==> src/rtl/maxpool_pkg.sv <==
// -----------------------------------------------------------------------------
// maxpool_pkg
// Shared definitions for the streaming max-pool reducer.
//   - count_width / lane_width / idx_width : sizing helpers for counters and
//     index fields, never narrower than one bit.
//   - state_t : output FSM states.
//   - gt      : strict greater-than used everywhere a word is compared, so the
//               tree and the accumulator always agree on ordering.
// No ports (package).
// -----------------------------------------------------------------------------
package maxpool_pkg;

    // Width of a counter able to hold the value max_beats
    function automatic int count_width(input int max_beats);
        return (max_beats > 0) ? $clog2(max_beats + 1) : 1;
    endfunction

    // Width of a lane number within one beat
    function automatic int lane_width(input int lanes);
        return (lanes > 1) ? $clog2(lanes) : 1;
    endfunction

    // Width of a flat element index beat*lanes + lane over a full window
    function automatic int idx_width(input int lanes, input int max_beats);
        return (lanes * max_beats > 1) ? $clog2(lanes * max_beats) : 1;
    endfunction

    typedef enum logic [0:0] {
        ACCUM = 1'b0,
        OUT   = 1'b1
    } state_t;

    // Operands arrive zero-extended to 64 bits (word widths up to 64 are
    // supported). Flipping the sign bit of a two's-complement word maps the
    // signed ordering onto the unsigned one, so a single unsigned compare
    // serves both modes.
    function automatic logic gt(input logic [63:0] a,
                                input logic [63:0] b,
                                input logic        signed_mode,
                                input int          width);
        logic [63:0] flip;
        flip = signed_mode ? (64'd1 << (width - 1)) : 64'd0;
        return (a ^ flip) > (b ^ flip);
    endfunction

endpackage

==> src/rtl/maxpool_tree.sv <==
// -----------------------------------------------------------------------------
// maxpool_tree
// Purely combinational reduction of one beat of LANES words to its maximum,
// built as log2(LANES) levels of pairwise compare/mux. On equal values the
// lower lane wins, so the reported lane is the earliest occurrence of the max.
// With LANES=1 lane 0 is passed straight through.
// Ports:
//   in_data  [LANES*W-1:0]  lane k at bits [k*W +: W]
//   max_val  [W-1:0]        largest word of the beat
//   max_lane [LW-1:0]       lane holding max_val
// -----------------------------------------------------------------------------
module maxpool_tree
    import maxpool_pkg::*;
#(
    parameter int W      = 16,
    parameter int LANES  = 16,
    parameter int SIGNED = 0
) (
    input  logic [LANES*W-1:0]            in_data,
    output logic [W-1:0]                  max_val,
    output logic [lane_width(LANES)-1:0]  max_lane
);

    localparam int LW     = lane_width(LANES);
    localparam int LEVELS = (LANES > 1) ? $clog2(LANES) : 0;

    logic [W-1:0]  node_val  [LANES];
    logic [LW-1:0] node_lane [LANES];

    // Reduce in place: at each level node n takes the winner of nodes 2n and
    // 2n+1 from the previous level. Node n is written only after both of its
    // sources have been read, so a single array is enough. The right (higher
    // lane) input must be strictly greater to win, which keeps ties on the
    // lower lane.
    always_comb begin
        for (int k = 0; k < LANES; k++) begin
            node_val[k]  = in_data[k*W +: W];
            node_lane[k] = LW'(k);
        end
        for (int l = 0; l < LEVELS; l++) begin
            for (int n = 0; n < (LANES >> (l + 1)); n++) begin
                if (gt(64'(node_val[2*n+1]), 64'(node_val[2*n]), SIGNED != 0, W)) begin
                    node_val[n]  = node_val[2*n+1];
                    node_lane[n] = node_lane[2*n+1];
                end else begin
                    node_val[n]  = node_val[2*n];
                    node_lane[n] = node_lane[2*n];
                end
            end
        end
        max_val  = node_val[0];
        max_lane = node_lane[0];
    end

endmodule

==> src/rtl/maxpool_stream.sv <==
// -----------------------------------------------------------------------------
// maxpool_stream
// Streaming max-pool reducer. Each accepted beat of LANES words is reduced by
// maxpool_tree; the beat maxima are folded across a window of cfg_beats beats
// and the window maximum is offered on a valid/ready output one clock after
// the last input handshake. A new window's first beat may be accepted in the
// same cycle the previous result is consumed, so back-to-back windows run with
// no bubble.
// Optional feature macro: MAXPOOL_ARGMAX_EN adds the out_idx port carrying the
// flat index beat*LANES + lane of the (earliest) maximum.
// Ports:
//   clk        clock, rising edge
//   rst_n      asynchronous active-low reset
//   cfg_beats  window length in beats (0 -> 1, >MAX_BEATS -> MAX_BEATS),
//              sampled on the first beat of each window
//   in_valid / in_ready / in_data   input beat handshake and payload
//   out_valid / out_ready           result handshake
//   out_max    window maximum
//   out_idx    argmax index (only with MAXPOOL_ARGMAX_EN)
// -----------------------------------------------------------------------------
module maxpool_stream
    import maxpool_pkg::*;
#(
    parameter int W         = 16,
    parameter int LANES     = 16,
    parameter int MAX_BEATS = 16,
    parameter int SIGNED    = 0
) (
    input  logic                               clk,
    input  logic                               rst_n,
    input  logic [count_width(MAX_BEATS)-1:0]  cfg_beats,
    input  logic                               in_valid,
    output logic                               in_ready,
    input  logic [LANES*W-1:0]                 in_data,
    output logic                               out_valid,
    input  logic                               out_ready,
    output logic [W-1:0]                       out_max
`ifdef MAXPOOL_ARGMAX_EN
    ,
    output logic [idx_width(LANES, MAX_BEATS)-1:0] out_idx
`endif
);

    localparam int CW = count_width(MAX_BEATS);
    localparam int LW = lane_width(LANES);
    localparam int IW = idx_width(LANES, MAX_BEATS);

    state_t         state_q;
    state_t         state_d;
    logic [CW-1:0]  beat_cnt_q;
    logic [CW-1:0]  len_q;
    logic [W-1:0]   acc_max_q;

    logic [W-1:0]   tree_max;
    logic [LW-1:0]  tree_lane;
    logic [CW-1:0]  cfg_len;
    logic [CW-1:0]  eff_len;
    logic           in_fire;
    logic           first_beat;
    logic           last_beat;
    logic           take_tree;

    maxpool_tree #(
        .W      (W),
        .LANES  (LANES),
        .SIGNED (SIGNED)
    ) u_tree (
        .in_data  (in_data),
        .max_val  (tree_max),
        .max_lane (tree_lane)
    );

    // Window length as it would be latched right now: zero means a single
    // beat and anything beyond MAX_BEATS is clamped.
    always_comb begin
        if (cfg_beats == '0) begin
            cfg_len = CW'(1);
        end else if (cfg_beats > CW'(MAX_BEATS)) begin
            cfg_len = CW'(MAX_BEATS);
        end else begin
            cfg_len = cfg_beats;
        end
    end

    // The first beat of a window uses the fresh cfg length (it is also the
    // beat that latches it); later beats use the latched copy so mid-window
    // cfg changes are ignored. The first beat always loads the accumulator,
    // later beats only on a strictly greater value so ties keep the earlier
    // element.
    always_comb begin
        in_fire    = in_valid && in_ready;
        first_beat = (beat_cnt_q == '0);
        eff_len    = first_beat ? cfg_len : len_q;
        last_beat  = in_fire && (beat_cnt_q == eff_len - CW'(1));
        take_tree  = first_beat || gt(64'(tree_max), 64'(acc_max_q), SIGNED != 0, W);
    end

    // FSM state register
    always_ff @(posedge clk or negedge rst_n) begin
        if (!rst_n) begin
            state_q <= ACCUM;
        end else begin
            state_q <= state_d;
        end
    end

    // Next state and handshake outputs. In OUT the input is only accepted
    // together with consumption of the result; if that beat completes a
    // one-beat window we stay in OUT with the new result.
    always_comb begin
        state_d   = state_q;
        in_ready  = 1'b1;
        out_valid = 1'b0;
        case (state_q)
            ACCUM: begin
                if (last_beat) begin
                    state_d = OUT;
                end
            end
            OUT: begin
                out_valid = 1'b1;
                in_ready  = out_ready;
                if (out_ready) begin
                    state_d = last_beat ? OUT : ACCUM;
                end
            end
            default: begin
                state_d = ACCUM;
            end
        endcase
    end

    // Beat counter, latched window length and running maximum. The running
    // maximum doubles as the output register: it only moves on an accepted
    // beat, which in OUT cannot happen before the result is consumed.
    always_ff @(posedge clk or negedge rst_n) begin
        if (!rst_n) begin
            beat_cnt_q <= '0;
            len_q      <= '0;
            acc_max_q  <= '0;
        end else if (in_fire) begin
            beat_cnt_q <= last_beat ? '0 : beat_cnt_q + CW'(1);
            if (first_beat) begin
                len_q <= cfg_len;
            end
            if (take_tree) begin
                acc_max_q <= tree_max;
            end
        end
    end

    assign out_max = acc_max_q;

`ifdef MAXPOOL_ARGMAX_EN
    logic [IW-1:0] cand_idx;
    logic [IW-1:0] acc_idx_q;

    // Flat index of the tree winner within the window
    always_comb begin
        cand_idx = IW'(32'(beat_cnt_q) * LANES + 32'(tree_lane));
    end

    // Argmax follows the same load/replace decision as the running maximum
    always_ff @(posedge clk or negedge rst_n) begin
        if (!rst_n) begin
            acc_idx_q <= '0;
        end else if (in_fire && take_tree) begin
            acc_idx_q <= cand_idx;
        end
    end

    assign out_idx = acc_idx_q;
`else
    logic unused_tree_lane;
    assign unused_tree_lane = ^tree_lane;
`endif

endmodule

==> config.mk <==
export PLATFORM = sky130hd
export DESIGN_NAME = maxpool_stream
export DESIGN_NICKNAME = d
export VERILOG_FILES = /design/src/rtl/maxpool_pkg.sv /design/src/rtl/maxpool_tree.sv /design/src/rtl/maxpool_stream.sv
export SDC_FILE = /design/constraint.sdc
export NUM_CORES = 1
export LEC_CHECK = 0
export CAP_MARGIN = 20
export CORE_ASPECT_RATIO = 1.75
export CORE_MARGIN = 3
export CORE_UTILIZATION = 47
export DETAILED_ROUTE_END_ITERATION = 7
export PLACE_DENSITY_LB_ADDON = 0.12
export SETUP_SLACK_MARGIN = 0.4
export SLEW_MARGIN = 20
export SYNTH_ARGS = -nofsm -noshare
export SYNTH_HDL_FRONTEND = slang
export SYNTH_HIERARCHICAL = 1
export SYNTH_SLANG_ARGS = --single-unit
==> constraint.sdc <==
create_clock -name clk -period 2.45 [get_ports clk]
set_input_delay 0.245 -clock clk [delete_from_list [all_inputs] [get_ports clk]]
set_output_delay 0.245 -clock clk [all_outputs]
set_load 0.01 [all_outputs]
==> run metrics, run 1 <==
Row Count 72; synth warn 6; Ports 283; Initial Utilization 48.23%; outcome stopped before the end; Clock Tree Root clkbuf_16; placed inst area 18080 µm²; worst_ep grt out_max[4]$_DFFE_PN0P_/D; global placer's final weighted congestion 0.9921; gr usage total 67.18%; Mapped Cells 1454; First Error [ERROR GRT-0232] Routing congestion too high. Check the congestion heatmap in the GUI.; Num CTS Buffers 3; H-tree level count 1; mapped cell area 10730 µm²; die height 205.9 µm; grt ovf 5; I/O Buffers 282; largest net degree at the start of global routing 28; Syn Nets 1973; WEP type register data pin; syn avg cell area 7.381 µm²; chip width 120.2 µm; Clock Path Buffers 2; HPWL Detailed 36970 µm; Stopped at global routing (5_1_grt)
[per-layer routing]
metal,global-route usage [%],overflow
met5,10.42,0
met4,73.62,3
met3,49.21,0
met2,90.87,2
met1,60.35,0
[what timing repair did]
item	CTS
gates resized for setup	143
endpoints found under the setup margin	22
hold buffers	0
buffers inserted	43
cloned	7
endpoints found under the hold margin	0
pin swaps	47
[metrics by stage]
stage / setup TNS [ns] / instances / setup slack, ns
after CTS: -122.50 / 2572 / -7.622
after detailed placement: -135.34 / 2518 / -8.419
after global placement: -129.73 / 2518 / -8.071
after floorplan: -119.12 / 1454 / -7.482
==> run 2, diff against run 1 <==
--- a/config.mk
+++ b/config.mk
@@ -6,12 +6,10 @@
 export NUM_CORES = 1
 export LEC_CHECK = 0
 export CAP_MARGIN = 20
-export CORE_ASPECT_RATIO = 1.75
 export CORE_MARGIN = 3
-export CORE_UTILIZATION = 47
+export CORE_UTILIZATION = 40
 export DETAILED_ROUTE_END_ITERATION = 7
-export PLACE_DENSITY_LB_ADDON = 0.12
-export SETUP_SLACK_MARGIN = 0.4
+export PLACE_DENSITY_LB_ADDON = 0.15
 export SLEW_MARGIN = 20
 export SYNTH_ARGS = -nofsm -noshare
 export SYNTH_HDL_FRONTEND = slang
==> constraint.sdc (replaced) <==
create_clock -name clk -period 3.2 [get_ports clk]
set_input_delay 0.32 -clock clk [delete_from_list [all_inputs] [get_ports clk]]
set_output_delay 0.32 -clock clk [all_outputs]
set_load 0.01 [all_outputs]
==> run 2 against run 1 <==
Effect of this change: the flow now finishes, with violations (setup timing); area after synthesis unchanged; synthesized cell count unchanged.
==> run metrics, run 2 <==
CP dominant cell by count buf_6; HPWL Detailed 33500 µm (-9.4%); Pre-antenna DRT Iters 5; Row Count 59 (-18%); clock share of power 1.8%; CP max-delay cell a2111o_1; initial antenna violation count 0; Mapped Cells 1454 (unchanged); final WL 48610 µm; Slew HR 64.98%; Int Pwr 9.120 mW; Critical Path RT 3.35 ns; CTS tree yes; fillers 1592; I/O Buffers 282 (unchanged); Clock Path Buffers 2 (unchanged); final hold violations 0; global placer's final weighted congestion 0.9335 (-5.9%); switching power 7.295 mW; layout cells sized above 1 46.36%; worst path bufs/invs 14; CP delay by family, top compound AO/OA/AOI/OAI gates; Antenna Nets Post-Route 0; H-tree level count 1 (unchanged); die area 28830 µm²; Core ar. 26210 µm²; sequential share of power 4.6%; Peak VDD IR 0.7308 mV; Tcrit/Tclk final 334.0%; vias per cell 5.485; Num CTS Buffers 3 (unchanged); Fin Clk Skew 0.002186 ns; Net Sw Frac 44.44%; Ports 283 (unchanged); Worst-Skew Late Latency 0.26 ns; max_cap viols 0; syn avg cell area 7.381 µm² (unchanged); Max stage delay on crit path 0.54 ns; first-pass GRT wire length 73130 µm; leading cell types in the layout, fill and taps excluded buf_4, inv_1, ha_1; setup ws final -7.488 ns; mapped cell area 10730 µm² (unchanged); grt ovf 0; crit path launch type primary input; vias 14885; Initial Utilization 40.95% (-7.3 points); Max Clock Freq 93.57 MHz; RSZ-0062 raised after global routing yes; outcome finished, violations left; clock transition at the registers of the reported paths 0.07 ns; Clock Tree Root clkbuf_16; Synth-to-Final Area Change 96.79%; most common cell after layout, fill and taps aside buf_4; CTS Hold Bufs 0 (unchanged); Hold Path Class in2async; setup violators final 16; post-layout util 80.59%; vias in the first global route 15504; failing checks setup timing; design area 21120 µm²; fin crit period 10.69 ns; CP Capture Type register; antenna cells 0; die height 169.8 µm (-18%); number of flip-flops in the largest register 16; Worst Path Max Fanout 9; # nets final 2899; Syn Nets 1973 (unchanged); Worst-Margin Slew 0.5207 ns; gr usage total 30.34%; largest net degree at the start of global routing 28; Worst EP arrival 10.83 ns; placed inst area 18150 µm² (+0.38%); leakage 10.62 nW; Gate power share 93.7%; synth warn 6 (unchanged); Max Transition Viols Final 0; pwr/cell area 777.2 nW/µm²; Hold WS 0.4312 ns; CTS Sinks 27; chip width 169.8 µm (+41%); wire length per cell 17.91 µm; critical setup path kind in2reg; DR iter-0 viols 1011; drc violations 0
==> run 2: power by group through the flow <==
stage	clock, mW	combinational (mW)	sequential [mW]
finish	0.288	15.4	0.750
global route	0.308	16.4	0.773
CTS	0.292	13.9	0.744
detailed placement	0	11.0	0.744
global placement	0	10.7	0.735
floorplan	0	6.45	0.714
==> run 2: area by class of cell <==
class	count	area [µm²]	share of cell area, %
inverters	236	898.4	4.254
well taps	335	419.2	1.985
multi-input cells	1147	11030	52.25
repair buffers	965	8013	37.94
flip-flops and latches	27	675.6	3.199
clock buffers	4	78.83	0.3732
==> run 2: worst paths after layout <==
check	start	end	slack [ns]	cells past startpoint
setup / recovery	in_data[190]	out_max[5]	-7.49	58
hold / removal	rst_n	out_max[10]	0.43	2
setup reg to reg	beat_cnt_q[0]	beat_cnt_q[1]	0.24	10
hold reg to reg	len_q[1]	len_q[1]	0.53	2
max in group asynchronous	rst_n	len_q[0]	2.50	2
min in group clk	len_q[1]	len_q[1]	0.53	2
==> run 2: worst register-to-register path, stage by stage, from the launching register on <==
cell	delay (ns)
dfrtp_1	0.47
inv_1	0.12
ha_1	0.20
or4b_4	0.55
nor3b_1	0.24
a21oi_1	0.09
ha_1	0.24
xor2_1	0.19
xnor2_1	0.21
nor4_4	0.40
a31oi_1	0.14
==> run 2: metal layers <==
layer	up-vias	wire, µm	GRT usage, %
li1	7082	-	-
met1	6935	18300	33.60
met2	655	24920	57.93
met3	213	2853	3.517
met4	0	2531	13.16
met5	-	0	0
==> run 2: through the flow <==
| stage | cells | setup TNS [ns] | setup WS, ns | total power [mW] |
|---|---|---|---|---|
| finish | 2714 | -119.51 | -7.488 | 16.41 |
| global route | 2714 | -123.44 | -7.733 | 17.46 |
| CTS | 2693 | -108.07 | -6.777 | 14.92 |
| detailed placement | 2565 | -130.12 | -8.177 | 11.73 |
| global placement | 2565 | -124.49 | -7.816 | 11.43 |
| floorplan | 1454 | -108.00 | -6.807 | 7.161 |
==> run 2: repair_timing <==
action / in CTS / in global routing
gates cloned: 7 / 0
buffers inserted: 117 / 23
pin swaps: 148 / 44
gates resized for setup: 636 / 67
setup endpoints to repair: 16 / 16
No activity file was read; power rests on OpenSTA's default activity.
==> run 3, diff against run 2 <==
==> constraint.sdc (replaced) <==
create_clock -name clk -period 3.2 [get_ports clk]
set_input_delay 0.32 -clock clk [delete_from_list [all_inputs] [get_ports clk]]
set_output_delay 0.32 -clock clk [all_outputs]
set_load 0.1 [all_outputs]
==> run 3 against run 2 <==
Effect of this change: the run still ends with setup timing left; core utilization is 2.7 points higher; wire length is 15% higher; global-route usage is 1.2 points higher; clock skew is 0.0022 ns higher; register-to-register slack better by 0.06 ns; critical path depth is 3 lower.
==> run metrics, run 3 (synthesis gave the netlist of run 2 again) <==
final WL 56000 µm (+15%); HPWL Detailed 33520 µm (about the same); Worst EP arrival 10.85 ns (+0.02 ns); leading cell types in the layout, fill and taps excluded buf_4, inv_1, ha_1; Initial Utilization 40.95% (unchanged); most common cell after layout, fill and taps aside buf_4; CP Capture Type register; RSZ-0062 raised after global routing yes; clock transition at the registers of the reported paths 0.06 ns (about the same); largest net degree at the start of global routing 28 (unchanged); Post-Place Setup Slack -8.072 ns (+0.1056 ns); pwr/cell area 796.6 nW/µm² (+2.5%); reg2reg end beat_cnt_q[3]; Num CTS Buffers 3 (unchanged); first-pass GRT wire length 75670 µm (+3.5%); CP max-delay cell a21oi_1; drc violations 0 (unchanged); Fin Clk Skew 0.004404 ns (+0.002219 ns); critical setup path kind in2reg; Clock Tree Root clkbuf_16; Hold WS 0.4347 ns (+0.003494 ns); layout cells sized above 1 49.47% (+3.1 points); Antenna Nets Post-Route 0 (unchanged); Slew HR 34.44% (-31 points); CP dominant cell by count buf_6; design area 21820 µm² (+3.3%); Peak VDD IR 0.7016 mV (-4.0%); setup violators final 16 (unchanged); Synth-to-Final Area Change 103.4%; Hold Path Class in2async; Worst-Skew Late Latency 0.26 ns (about the same); H-tree level count 1 (unchanged); Ports 283 (unchanged); final hold violations 0 (unchanged); Max Transition Viols Final 0 (unchanged); Max stage delay on crit path 0.62 ns (+0.08 ns); R2R cell count 10 (unchanged); wire length per cell 20.13 µm (+12%); post-layout util 83.28% (+2.7 points); Worst Path Max Fanout 11 (+2); grt ovf 0 (unchanged); CTS tree yes; gr usage total 31.55% (+1.2 points); number of flip-flops in the largest register 16 (unchanged); placed inst area 18140 µm² (about the same); failing checks setup timing; max_cap viols 0 (unchanged); fillers 1475 (-7.3%); setup ws final -7.506 ns (-0.01879 ns); Row Count 59 (unchanged); vias 15887 (+6.7%); I/O Buffers 282 (unchanged); Core ar. 26210 µm² (unchanged); outcome finished, violations left; leakage 11.07 nW (+4.3%); Critical Path RT 3.35 ns (about the same); Max Clock Freq 93.40 MHz (-0.18%); R2R Setup Slk 0.30 ns (+0.06 ns); die height 169.8 µm (unchanged); die area 28830 µm² (unchanged); Clock Path Buffers 2 (unchanged); Tcrit/Tclk final 334.6% (+0.59 points); chip width 169.8 µm (unchanged); fin crit period 10.71 ns (+0.01879 ns); DR iter-0 viols 1331 (+32%); # nets final 2962 (+2.2%); Pre-antenna DRT Iters 6 (+1); Worst-Margin Slew 0.9803 ns (+0.4596 ns); global placer's final weighted congestion 0.9214 (-1.3%); FF-to-FF Start beat_cnt_q[1]; CTS Sinks 27 (unchanged); vias per cell 5.713 (+4.2%); crit path launch type primary input; initial antenna violation count 4 (+4); vias in the first global route 15923 (+2.7%)
[run 3: cell types whose count changed in the layout (fill, tap and decap cells not counted), moves of 5 or more]
cell and change:
a21oi_1 -6, clkdlybuf4s50_1 -17, o21ai_2 +5, clkdlybuf4s15_2 -11
buf_4 +77, nand3_2 -5, mux2i_4 -5, buf_6 +8
ha_4 +12, buf_12 -8, ha_1 -13, buf_8 +6
dlygate4sd2_1 -7, dlymetal6s2s_1 +13
[run 3: per-layer routing]
| metal | vias up | share of wire, % | track usage, % |
|---|---|---|---|
| met5 | - | 0.064 | 0 |
| met4 | 4 | 7.0 | 13.26 |
| met2 | 883 | 49 | 61.10 |
| met3 | 350 | 8.4 | 4.682 |
| met1 | 7428 | 36 | 33.77 |
| li1 | 7222 | - | - |
[run 3: worst max-delay path, delay by kind of cell]
family	cells	cell delay (ns)
buffers and inverters	12	1.88
AOI/OAI and AO/OA	22	4.34
adders and majority gates	5	1.42
muxes	3	0.88
and+or+nand+nor	13	1.99
[run 3: worst max path at each step]
stage                 startpoint           to  slack [ns]  cells after the start
CTS                 in_data[145]   out_max[2]       -6.52                     55
finish              in_data[142]  out_max[15]       -7.51                     55
detailed placement  in_data[161]   out_max[4]       -8.07                     53
global route        in_data[168]  out_max[15]       -7.84                     57
floorplan           in_data[161]  out_max[10]       -6.81                     60
global placement    in_data[161]   out_max[3]       -7.87                     52
[run 3: area by class of cell]
type                            count  area, µm²  area share, %
Sequential cell                    27      675.6          3.096
Tap cell                          335      419.2          1.921
Antenna cell                        4      10.01        0.04587
Clock buffer                        4      78.83         0.3612
Inverter                          236      903.4          4.139
Timing Repair Buffer             1028       8416          38.56
Multi-Input combinational cell   1147      11320          51.88
[run 3: where the power goes]
group / total [mW] / internal, mW / switching (mW)
Clock: 0.289 / 0.171 / 0.118
Combinational: 16.4 / 8.47 / 7.90
Sequential: 0.735 / 0.538 / 0.196
[run 3: timing repair]
action                     4_1_cts  5_1_grt
gates resized for setup        628      162
pin swaps                      157       69
cloned                           5        0
buffers inserted               165       39
setup endpoints to repair       16       16
hold buffers                     0        0
[run 3: through the flow]
stage,TNS (ns),power [mW],std cells
after floorplan,-108.01,7.927,1454
after global placement,-125.29,12.24,2567
after detailed placement,-128.40,12.52,2567
after CTS,-104.14,15.65,2739
after global routing,-125.24,18.42,2779
final,-119.89,17.38,2781
